`src/rtl/apb_master_arbiter_if.sv`:
```
// APB bus bundle between the arbiter/sequencer and a single APB slave.
interface apb_master_arbiter_if #(
  parameter int ADDR_W = 32,
  parameter int DATA_W = 32
);
  logic              PSEL1;
  logic              PENABLE;
  logic              PWRITE;
  logic [ADDR_W-1:0] PADDR;
  logic [DATA_W-1:0] PWDATA;
  logic [DATA_W-1:0] PRDATA;
  logic              PREADY;
  logic              PSLVERR;

  modport master (
    output PSEL1, PENABLE, PWRITE, PADDR, PWDATA,
    input  PRDATA, PREADY, PSLVERR
  );

  modport slave (
    input  PSEL1, PENABLE, PWRITE, PADDR, PWDATA,
    output PRDATA, PREADY, PSLVERR
  );
endinterface

```
`src/rtl/apb_master_arbiter.sv`:
```
// Round-robin arbiter in front of an APB master sequencer with wait-state timeout.
//
// state    | meaning
// ---------+---------------------------------------------------------------
// S_IDLE   | bus idle, arbitrating every cycle
// S_GRANT  | req_ready pulse out, payload latched, bus still idle
// S_SETUP  | PSEL1=1, PENABLE=0 on the bus
// S_ACCESS | PSEL1=1, PENABLE=1; waits for PREADY or timeout, may regrant
module apb_master_arbiter #(
  parameter int NUM_REQ     = 4,
  parameter int ADDR_W      = 32,
  parameter int DATA_W      = 32,
  parameter int TIMEOUT_CYC = 16
) (
  input  logic                      clk,
  input  logic                      PRESET,
  input  logic [NUM_REQ-1:0]        req_valid,
  output logic [NUM_REQ-1:0]        req_ready,
  input  logic [NUM_REQ-1:0]        req_write,
  input  logic [NUM_REQ*ADDR_W-1:0] req_addr,
  input  logic [NUM_REQ*DATA_W-1:0] req_wdata,
  output logic [NUM_REQ-1:0]        rsp_valid,
  output logic [DATA_W-1:0]         rsp_rdata,
  output logic                      rsp_slverr,
  output logic                      rsp_timeout,
  output logic                      busy,
  apb_master_arbiter_if.master      apb
);

  localparam int PTR_W = $clog2(NUM_REQ);
  localparam int CNT_W = (TIMEOUT_CYC > 1) ? $clog2(TIMEOUT_CYC + 1) : 1;

  typedef enum logic [1:0] {S_IDLE, S_GRANT, S_SETUP, S_ACCESS} state_t;

  state_t             state;
  logic [PTR_W-1:0]   rr_ptr;
  logic [CNT_W-1:0]   wait_cnt;

  logic               gnt_any;
  logic [PTR_W-1:0]   gnt_idx;
  logic [NUM_REQ-1:0] gnt_oh;
  logic [NUM_REQ-1:0] own_oh;
  logic [ADDR_W-1:0]  sel_addr;
  logic [DATA_W-1:0]  sel_wdata;
  logic               sel_write;
  logic               timeout_hit;

  // Round-robin search: indices above rr_ptr first, then wrap to 0..rr_ptr.
  always_comb begin
    gnt_any = 1'b0;
    gnt_idx = '0;
    for (int i = 0; i < NUM_REQ; i++) begin
      if (!gnt_any && req_valid[i] && (PTR_W'(i) > rr_ptr)) begin
        gnt_any = 1'b1;
        gnt_idx = PTR_W'(i);
      end
    end
    for (int i = 0; i < NUM_REQ; i++) begin
      if (!gnt_any && req_valid[i] && (PTR_W'(i) <= rr_ptr)) begin
        gnt_any = 1'b1;
        gnt_idx = PTR_W'(i);
      end
    end
  end

  // Winner payload mux plus one-hot views of winner and current owner (rr_ptr).
  always_comb begin
    gnt_oh    = '0;
    own_oh    = '0;
    sel_addr  = '0;
    sel_wdata = '0;
    sel_write = 1'b0;
    for (int i = 0; i < NUM_REQ; i++) begin
      own_oh[i] = (rr_ptr == PTR_W'(i));
      if (gnt_idx == PTR_W'(i)) begin
        gnt_oh[i] = gnt_any;
        sel_addr  = req_addr[i*ADDR_W +: ADDR_W];
        sel_wdata = req_wdata[i*DATA_W +: DATA_W];
        sel_write = req_write[i];
      end
    end
  end

  // The counter holds the number of PREADY=0 ACCESS cycles already seen,
  // so this cycle is the last allowed one when it equals TIMEOUT_CYC-1.
  assign timeout_hit = (TIMEOUT_CYC != 0) && (wait_cnt == CNT_W'(TIMEOUT_CYC - 1));

  // Sequencer: every output is a register written here.
  always_ff @(posedge clk) begin
    if (PRESET) begin
      state       <= S_IDLE;
      rr_ptr      <= PTR_W'(NUM_REQ - 1);
      wait_cnt    <= '0;
      req_ready   <= '0;
      rsp_valid   <= '0;
      rsp_rdata   <= '0;
      rsp_slverr  <= 1'b0;
      rsp_timeout <= 1'b0;
      busy        <= 1'b0;
      apb.PSEL1   <= 1'b0;
      apb.PENABLE <= 1'b0;
      apb.PWRITE  <= 1'b0;
      apb.PADDR   <= '0;
      apb.PWDATA  <= '0;
    end else begin
      req_ready <= '0;
      rsp_valid <= '0;
      case (state)
        S_IDLE: begin
          if (gnt_any) begin
            req_ready  <= gnt_oh;
            apb.PADDR  <= sel_addr;
            apb.PWDATA <= sel_wdata;
            apb.PWRITE <= sel_write;
            rr_ptr     <= gnt_idx;
            busy       <= 1'b1;
            state      <= S_GRANT;
          end
        end
        S_GRANT: begin
          apb.PSEL1 <= 1'b1;
          wait_cnt  <= '0;
          state     <= S_SETUP;
        end
        S_SETUP: begin
          apb.PENABLE <= 1'b1;
          state       <= S_ACCESS;
        end
        S_ACCESS: begin
          if (apb.PREADY || timeout_hit) begin
            rsp_valid   <= own_oh;
            rsp_rdata   <= apb.PREADY ? apb.PRDATA : '0;
            rsp_slverr  <= apb.PREADY ? apb.PSLVERR : 1'b1;
            rsp_timeout <= !apb.PREADY;
            apb.PENABLE <= 1'b0;
            if (gnt_any) begin
              // Back-to-back: this next cycle is already the new SETUP phase.
              req_ready  <= gnt_oh;
              apb.PADDR  <= sel_addr;
              apb.PWDATA <= sel_wdata;
              apb.PWRITE <= sel_write;
              rr_ptr     <= gnt_idx;
              wait_cnt   <= '0;
              state      <= S_SETUP;
            end else begin
              apb.PSEL1 <= 1'b0;
              busy      <= 1'b0;
              state     <= S_IDLE;
            end
          end else begin
            wait_cnt <= wait_cnt + 1'b1;
          end
        end
        default: state <= S_IDLE;
      endcase
    end
  end

endmodule

```
`src/flat_wrapper.sv`:
```
// flat-port wrapper written by rule: the top's interface ports become plain ports
module apb_master_arbiter_flat 
#(
  parameter int NUM_REQ     = 4,
  parameter int ADDR_W      = 32,
  parameter int DATA_W      = 32,
  parameter int TIMEOUT_CYC = 16
)
  (clk, PRESET, req_valid, req_ready, req_write, req_addr, req_wdata, rsp_valid, rsp_rdata, rsp_slverr, rsp_timeout, busy, apb_PSEL1, apb_PENABLE, apb_PWRITE, apb_PADDR, apb_PWDATA, apb_PRDATA, apb_PREADY, apb_PSLVERR);
  apb_master_arbiter_if #(.ADDR_W(ADDR_W), .DATA_W(DATA_W)) apb_i ();
  input  logic clk;
  input  logic PRESET;
  input  logic [NUM_REQ-1:0] req_valid;
  output logic [NUM_REQ-1:0] req_ready;
  input  logic [NUM_REQ-1:0] req_write;
  input  logic [NUM_REQ*ADDR_W-1:0] req_addr;
  input  logic [NUM_REQ*DATA_W-1:0] req_wdata;
  output logic [NUM_REQ-1:0] rsp_valid;
  output logic [DATA_W-1:0] rsp_rdata;
  output logic rsp_slverr;
  output logic rsp_timeout;
  output logic busy;
  output wire logic [$bits(apb_i.PSEL1)-1:0] apb_PSEL1;
  output wire logic [$bits(apb_i.PENABLE)-1:0] apb_PENABLE;
  output wire logic [$bits(apb_i.PWRITE)-1:0] apb_PWRITE;
  output wire logic [$bits(apb_i.PADDR)-1:0] apb_PADDR;
  output wire logic [$bits(apb_i.PWDATA)-1:0] apb_PWDATA;
  input wire logic [$bits(apb_i.PRDATA)-1:0] apb_PRDATA;
  input wire logic [$bits(apb_i.PREADY)-1:0] apb_PREADY;
  input wire logic [$bits(apb_i.PSLVERR)-1:0] apb_PSLVERR;
  assign apb_PSEL1 = apb_i.PSEL1;
  assign apb_PENABLE = apb_i.PENABLE;
  assign apb_PWRITE = apb_i.PWRITE;
  assign apb_PADDR = apb_i.PADDR;
  assign apb_PWDATA = apb_i.PWDATA;
  assign apb_i.PRDATA = apb_PRDATA;
  assign apb_i.PREADY = apb_PREADY;
  assign apb_i.PSLVERR = apb_PSLVERR;
  apb_master_arbiter #(.NUM_REQ(NUM_REQ), .ADDR_W(ADDR_W), .DATA_W(DATA_W), .TIMEOUT_CYC(TIMEOUT_CYC)) u_core (.clk(clk), .PRESET(PRESET), .req_valid(req_valid), .req_ready(req_ready), .req_write(req_write), .req_addr(req_addr), .req_wdata(req_wdata), .rsp_valid(rsp_valid), .rsp_rdata(rsp_rdata), .rsp_slverr(rsp_slverr), .rsp_timeout(rsp_timeout), .busy(busy), .apb(apb_i));
endmodule
```
`config.mk`:
```
export PLATFORM = sky130hd
export DESIGN_NAME = apb_master_arbiter_flat
export DESIGN_NICKNAME = d
export VERILOG_FILES = /design/src/rtl/apb_master_arbiter_if.sv /design/src/rtl/apb_master_arbiter.sv /design/src/flat_wrapper.sv
export SDC_FILE = /design/constraint.sdc
export NUM_CORES = 1
export LEC_CHECK = 0
export CORE_AREA = 2 2 157 159
export CTS_CLUSTER_DIAMETER = 40
export DETAILED_ROUTE_END_ITERATION = 10
export DIE_AREA = 0 0 159 161
export DONT_BUFFER_PORTS = 1
export GPL_TIMING_DRIVEN = 0
export PLACE_DENSITY = 0.41
export SYNTH_ARGS = -nofsm -noshare
export SYNTH_HDL_FRONTEND = slang
export SYNTH_SLANG_ARGS = --single-unit
```
`constraint.sdc`:
```
create_clock -name clk -period 3.4 [get_ports clk]
set_input_delay 0 -clock clk [delete_from_list [all_inputs] [get_ports clk]]
set_output_delay 0 -clock clk [all_outputs]
set_load 0.03 [all_outputs]
```
# After elaboration in Yosys (flattened, before gate mapping)
# Index checks and enable logic that the tools add are counted.
# word_totals
regBits	119
wordCells	139
in_bits	300
# classes
eq_ne	14
n_lt_le_gt_ge	8
mux	62
n_reduce_logical	38
bitwise	2
addsub	1
# ops
cell	n
2-to-1 mux 32 bit	13
case mux 32 bit (2 select lines)	2
2-to-1 mux 1 bit	24
2-to-1 mux 2 bit	11
logical AND 1 bit	15
== test 2 bit (second input constant)	6
2-to-1 mux 5 bit	2
case mux 5 bit (2 select lines)	1
AND reduction 2 bit	5
zero test 1 bit	8
2-to-1 mux 4 bit	2
case mux 1 bit (2 select lines)	4
case mux 2 bit (4 select lines)	1
case mux 4 bit (2 select lines)	1
== test 2 x 1 -> 1 bit (second input constant)	3
zero test 2 bit	3
nonzero test 2 bit	3
adder 5 x 1 -> 5 bit (second input constant)	1
== test 5 x 4 -> 1 bit (second input constant)	1
greater-than comparator 1 x 2 -> 1 bit (first input constant)	2
greater-than comparator 2 bit (first input constant)	2
<= comparator 1 x 2 -> 1 bit (first input constant)	2
<= comparator 2 bit (first input constant)	2
!= test 2 x 1 -> 1 bit (second input constant)	2
other kinds (8)	9

# Longest topological paths before layout
# depth
ltp_word	39
mapped_depth	10
depth_no_buf	8

# Worst setup path after synthesis
# Ideal clock, no wire load.
# synth_timing
path_kind	register to register
start	reg u_core.wait_cnt[0]
end	reg u_core.apb.PWDATA[22]
required_ns	3.264
setup_ns	0.136
setup_slack_ns	1.362
path_buffers	2
arrival_time_ns	1.903
path_stages_with_launch	11
cell_sequence	dfxtp_1 ha_1 and3_1 ha_1 nor3b_2 nor3_1 buf_2 buf_4 nand2_1 a2bb2oi_2 o32ai_1
# synth_between
elab_chain_cells	4
# synth_rtl
element	line	rtl
start, declared	apb_master_arbiter.sv:37	logic [CNT_W-1:0] wait_cnt;
start signal, assigned	apb_master_arbiter.sv:151	wait_cnt <= wait_cnt + 1'b1;
== test 5 x 4 -> 1 bit	apb_master_arbiter.sv:86	assign timeout_hit = (TIMEOUT_CYC != 0) && (wait_cnt == CNT_W'(TIMEOUT_CYC - 1));
logical OR 1 bit	apb_master_arbiter.sv:130	if (apb.PREADY || timeout_hit) begin
!= test 2 x 1 -> 1 bit (no source line)	--	
AND reduction 2 bit (no source line)	--	
end signal, assigned	apb_master_arbiter.sv:113	apb.PWDATA <= sel_wdata;
end signal, assigned	apb_master_arbiter.sv:140	apb.PWDATA <= sel_wdata;
end, declared	apb_master_arbiter_if.sv:16	output PSEL1, PENABLE, PWRITE, PADDR, PWDATA,
# Every way passes these cells.
# A chain may end at the register's enable or synchronous reset.

# Final worst setup path
# layout_timing
start	reg u_core.wait_cnt[0]
end	reg u_core.apb.PWDATA[21]
# Same word-level chain as after synthesis.

==> results.yml <==
clocking:
  cts.path.max_buffers: 2
  cts_buffers: 17
  cts_tree: "yes"
  htree_levels: 4
  clock_latency_ps: 420
  post_cts_buffers: 0
  cts-root-buf: "clkbuf_16"
  clock_sinks: 119
  clk_pin_slew_worst_paths_ps: 70
final_layout:
  syn_to_final_growth_pct: 45.49
  nNetsFinal: 1158
  final_layout_size_suffix_gt1_share_pct: 11.79
synthesis:
  syn_area_per_cell_sq_um: 9.089
  synth_area_leaders: "dfxtp_1 40%, a221oi_1 9.4%, o32ai_1 9.4%"
  ys_seq_area_share_pct: 39.53
  synth_nets: 969
  ys_types: 42
  synth-edff-count: 0
  async_reset_ff_share_pct: 0
  synth-main-ff-cell: "dfxtp_1"
  synthesis.area_sq_um: 6026
  synth_seq_cells: 119
  post-synth-top-count-cell: "dfxtp_1"
  synth_top_area_cell: "dfxtp_1"
  synth_top_area_share_pct: 39.53
  synth_cells: 663
  yosysWarnings: 0
  synth_common_cells: "119 x dfxtp_1, 87 x nor2_1, 74 x nand2_1"
run_status:
  status: "finished, final reports clean"
detailed_routing:
  wl_per_cell_um: 23.68
  routed_via_density: 5.640
  vias: 6729
  drtAntennaViolNets: 0
  drc_errors: 0
  first_pass_iters: 5
  drtIter0Drc: 483
  wirelength_um: 28250
power:
  cellLeakagePower_uw: 0.003383
  cellPowerDensity_nw_per_um2: 800.6
  peakVddDrop_v: 0.0002861
  power.total_uw: 7019
critical_path:
  max_stage_delay_ps: 610
  cp-startpoint: "u_core.wait_cnt[0]"
  cpMostUsedCell: "ha_1"
  worstPathMaxFanout: 10
  start_kind: "flop"
  reg2reg_from: "u_core.wait_cnt[0]"
  crit_path_end_kind: "flop"
  crit_slowest_cell: "dlygate4sd3_1"
  path_class: "reg2reg"
  critical_path.cell_chain: "ha_1 -> and3_1 -> ha_1 -> nor3b_2 -> nor3_1 -> clkbuf_4 -> buf_6 -> nand2_1 -> a2bb2oi_1 -> o32ai_1 -> dlygate4sd3_1"
  critPathArrivalTime_ps: 3470
  worst_ep_required_time_ps: 3700
global_route:
  use_met1_pct: 23.13
  grt_usage_pct: 21.09
  grt_max_degree: 17
  grt_pass1_vias: 6941
  use_met2_pct: 38.00
  grt_use_met3_pct: 6.728
  grt_antenna_before_repair: 4
  grt_busiest_layer: "met2"
  grt_pass1_wl_um: 41860
  grt.overflow.total: 0
floorplanning:
  initial_core_util_pct: 25.15
  die_area_sq_um: 25600
  die_x_um: 159
  core_sq_um: 23960
  die_h_um: 161
  rows: 57
  ios: 410
timing:
  relSlewSlack_pct: 46.52
  max_freq_mhz: 315.5
  fin_setup_tns_ps: 0
  setup_viol: 0
  skew_ps: 20.22
  whs_ps: 50.28
  post-route-period-util_pct: 93.22
  period_needed_ps: 3170
  tightest_slew_ps: 802.2
  grt_setup_unrepaired: "false"
  hold_viol_final: 0
  finalMaxSlewViolations: 0
worst_hold_path:
  worstHoldStart: "apb_PREADY"
  hold_path_class: "in2reg"
placed_design:
  port_buffers: 0
  hpwl_um: 19640
  globalplace.congestion: 0.8564
job:
  max_cap_viol_count: 0
-- repair_timing --
item | 4_1_cts | 5_1_grt
gates resized for setup | 0 | 1
hold buffers | 170 | 0
hold endpoints to repair | 105 | 0
endpoints found under the setup margin | 0 | 1
-- metal layers --
layer  part of all wire, %  wire length (um)
met5                 0.025                 7
met4                   2.6               721
met3                   8.3              2351
met2                    51             14480
met1                    38             10680
-- final timing paths --
| check | end | slack [ps] | cells after the start |
|---|---|---|---|
| setup reg to reg | u_core.apb.PWDATA[21] | 230 | 11 |
| hold reg to reg | u_core.wait_cnt[1] | 500 | 2 |
| setup / recovery | u_core.apb.PWDATA[21] | 230 | 11 |
| hold / removal | u_core.rsp_valid[0] | 50 | 2 |
-- flip-flops by register name, summed over array words and instances (netlist names), 2 cells and up --
| name | cells |
|---|---|
| u_core.apb.PADDR | 32 |
| u_core.apb.PWDATA | 32 |
| u_core.rsp_rdata | 32 |
| u_core.wait_cnt | 5 |
| u_core.req_ready | 4 |
| u_core.rsp_valid | 4 |
| u_core.rr_ptr | 2 |
| u_core.state | 2 |
-- worst max-delay path, delay by kind of cell, from the launching register on --
| family | cells | cell delay, ps |
|---|---|---|
| flops | 1 | 340 |
| buf+inv | 3 | 1130 |
| fa+ha+maj | 2 | 450 |
| simple gates | 4 | 830 |
| compound gates | 2 | 290 |
-- cell families (layout without fill, tap and decap cells) --
family	count (synthesis)	in the layout	share of synthesized area (%)
xor gates and xnor gates	3	3	0.4361
and+or+nand+nor	190	190	13.31
muxes	1	1	0.1661
other	0	4	0
buffers and inverters	84	286	7.745
adders and majority gates	6	6	1.246
DFF	119	119	39.53
AOI/OAI and AO/OA	260	260	37.56
-- stage by stage --
| stage | cells | util, % | instance area [sq um] | setup slack, ps |
|---|---|---|---|---|
| after global placement | 987 | 26.84 | 6431 | 784.4 |
| after global routing | 1192 | 36.58 | 8765 | 75.95 |
| after detailed placement | 987 | 26.84 | 6431 | 724.7 |
| after CTS | 1189 | 36.53 | 8755 | 168.8 |
| after floorplan | 663 | - | 6026 | 1362 |
| final | 1193 | 36.59 | 8767 | 230.4 |
-- area by class of cell --
cell class,instances,area (sq um)
sequential,119,2382
timing repair buffer,170,1702
tap,324,405.4
clock buffer,19,452.9
clock inverter,13,168.9
antenna,4,10.01
inverter,5,18.77
fill,2485,15200
multi-input combinational,460,3177
buffer,79,450.4
-- power breakdown --
group          leakage [uW]  internal (uW)  switching, uW  total (uW)
clock              0.000304           1200            738        1940
combinational       0.00211           1230           1350        2590
sequential         0.000973           1700            798        2490
total               0.00338           4130           2890        7020
-- cells in the final DEF, fill, tap and decap left out, types with 17 or more instances in the layout --
master / Yosys / final
nand2_1: 74 / 74
buf_2: 37 / 36
dlygate4sd3_1: 0 / 170
a22o_1: 32 / 32
a221oi_1: 65 / 65
clkbuf_1: 23 / 23
o32ai_1: 65 / 65
dfxtp_1: 119 / 119
a2bb2oi_1: 55 / 55
clkbuf_16: 0 / 17
nor2_1: 87 / 87
(Power assumes the default switching activity.)
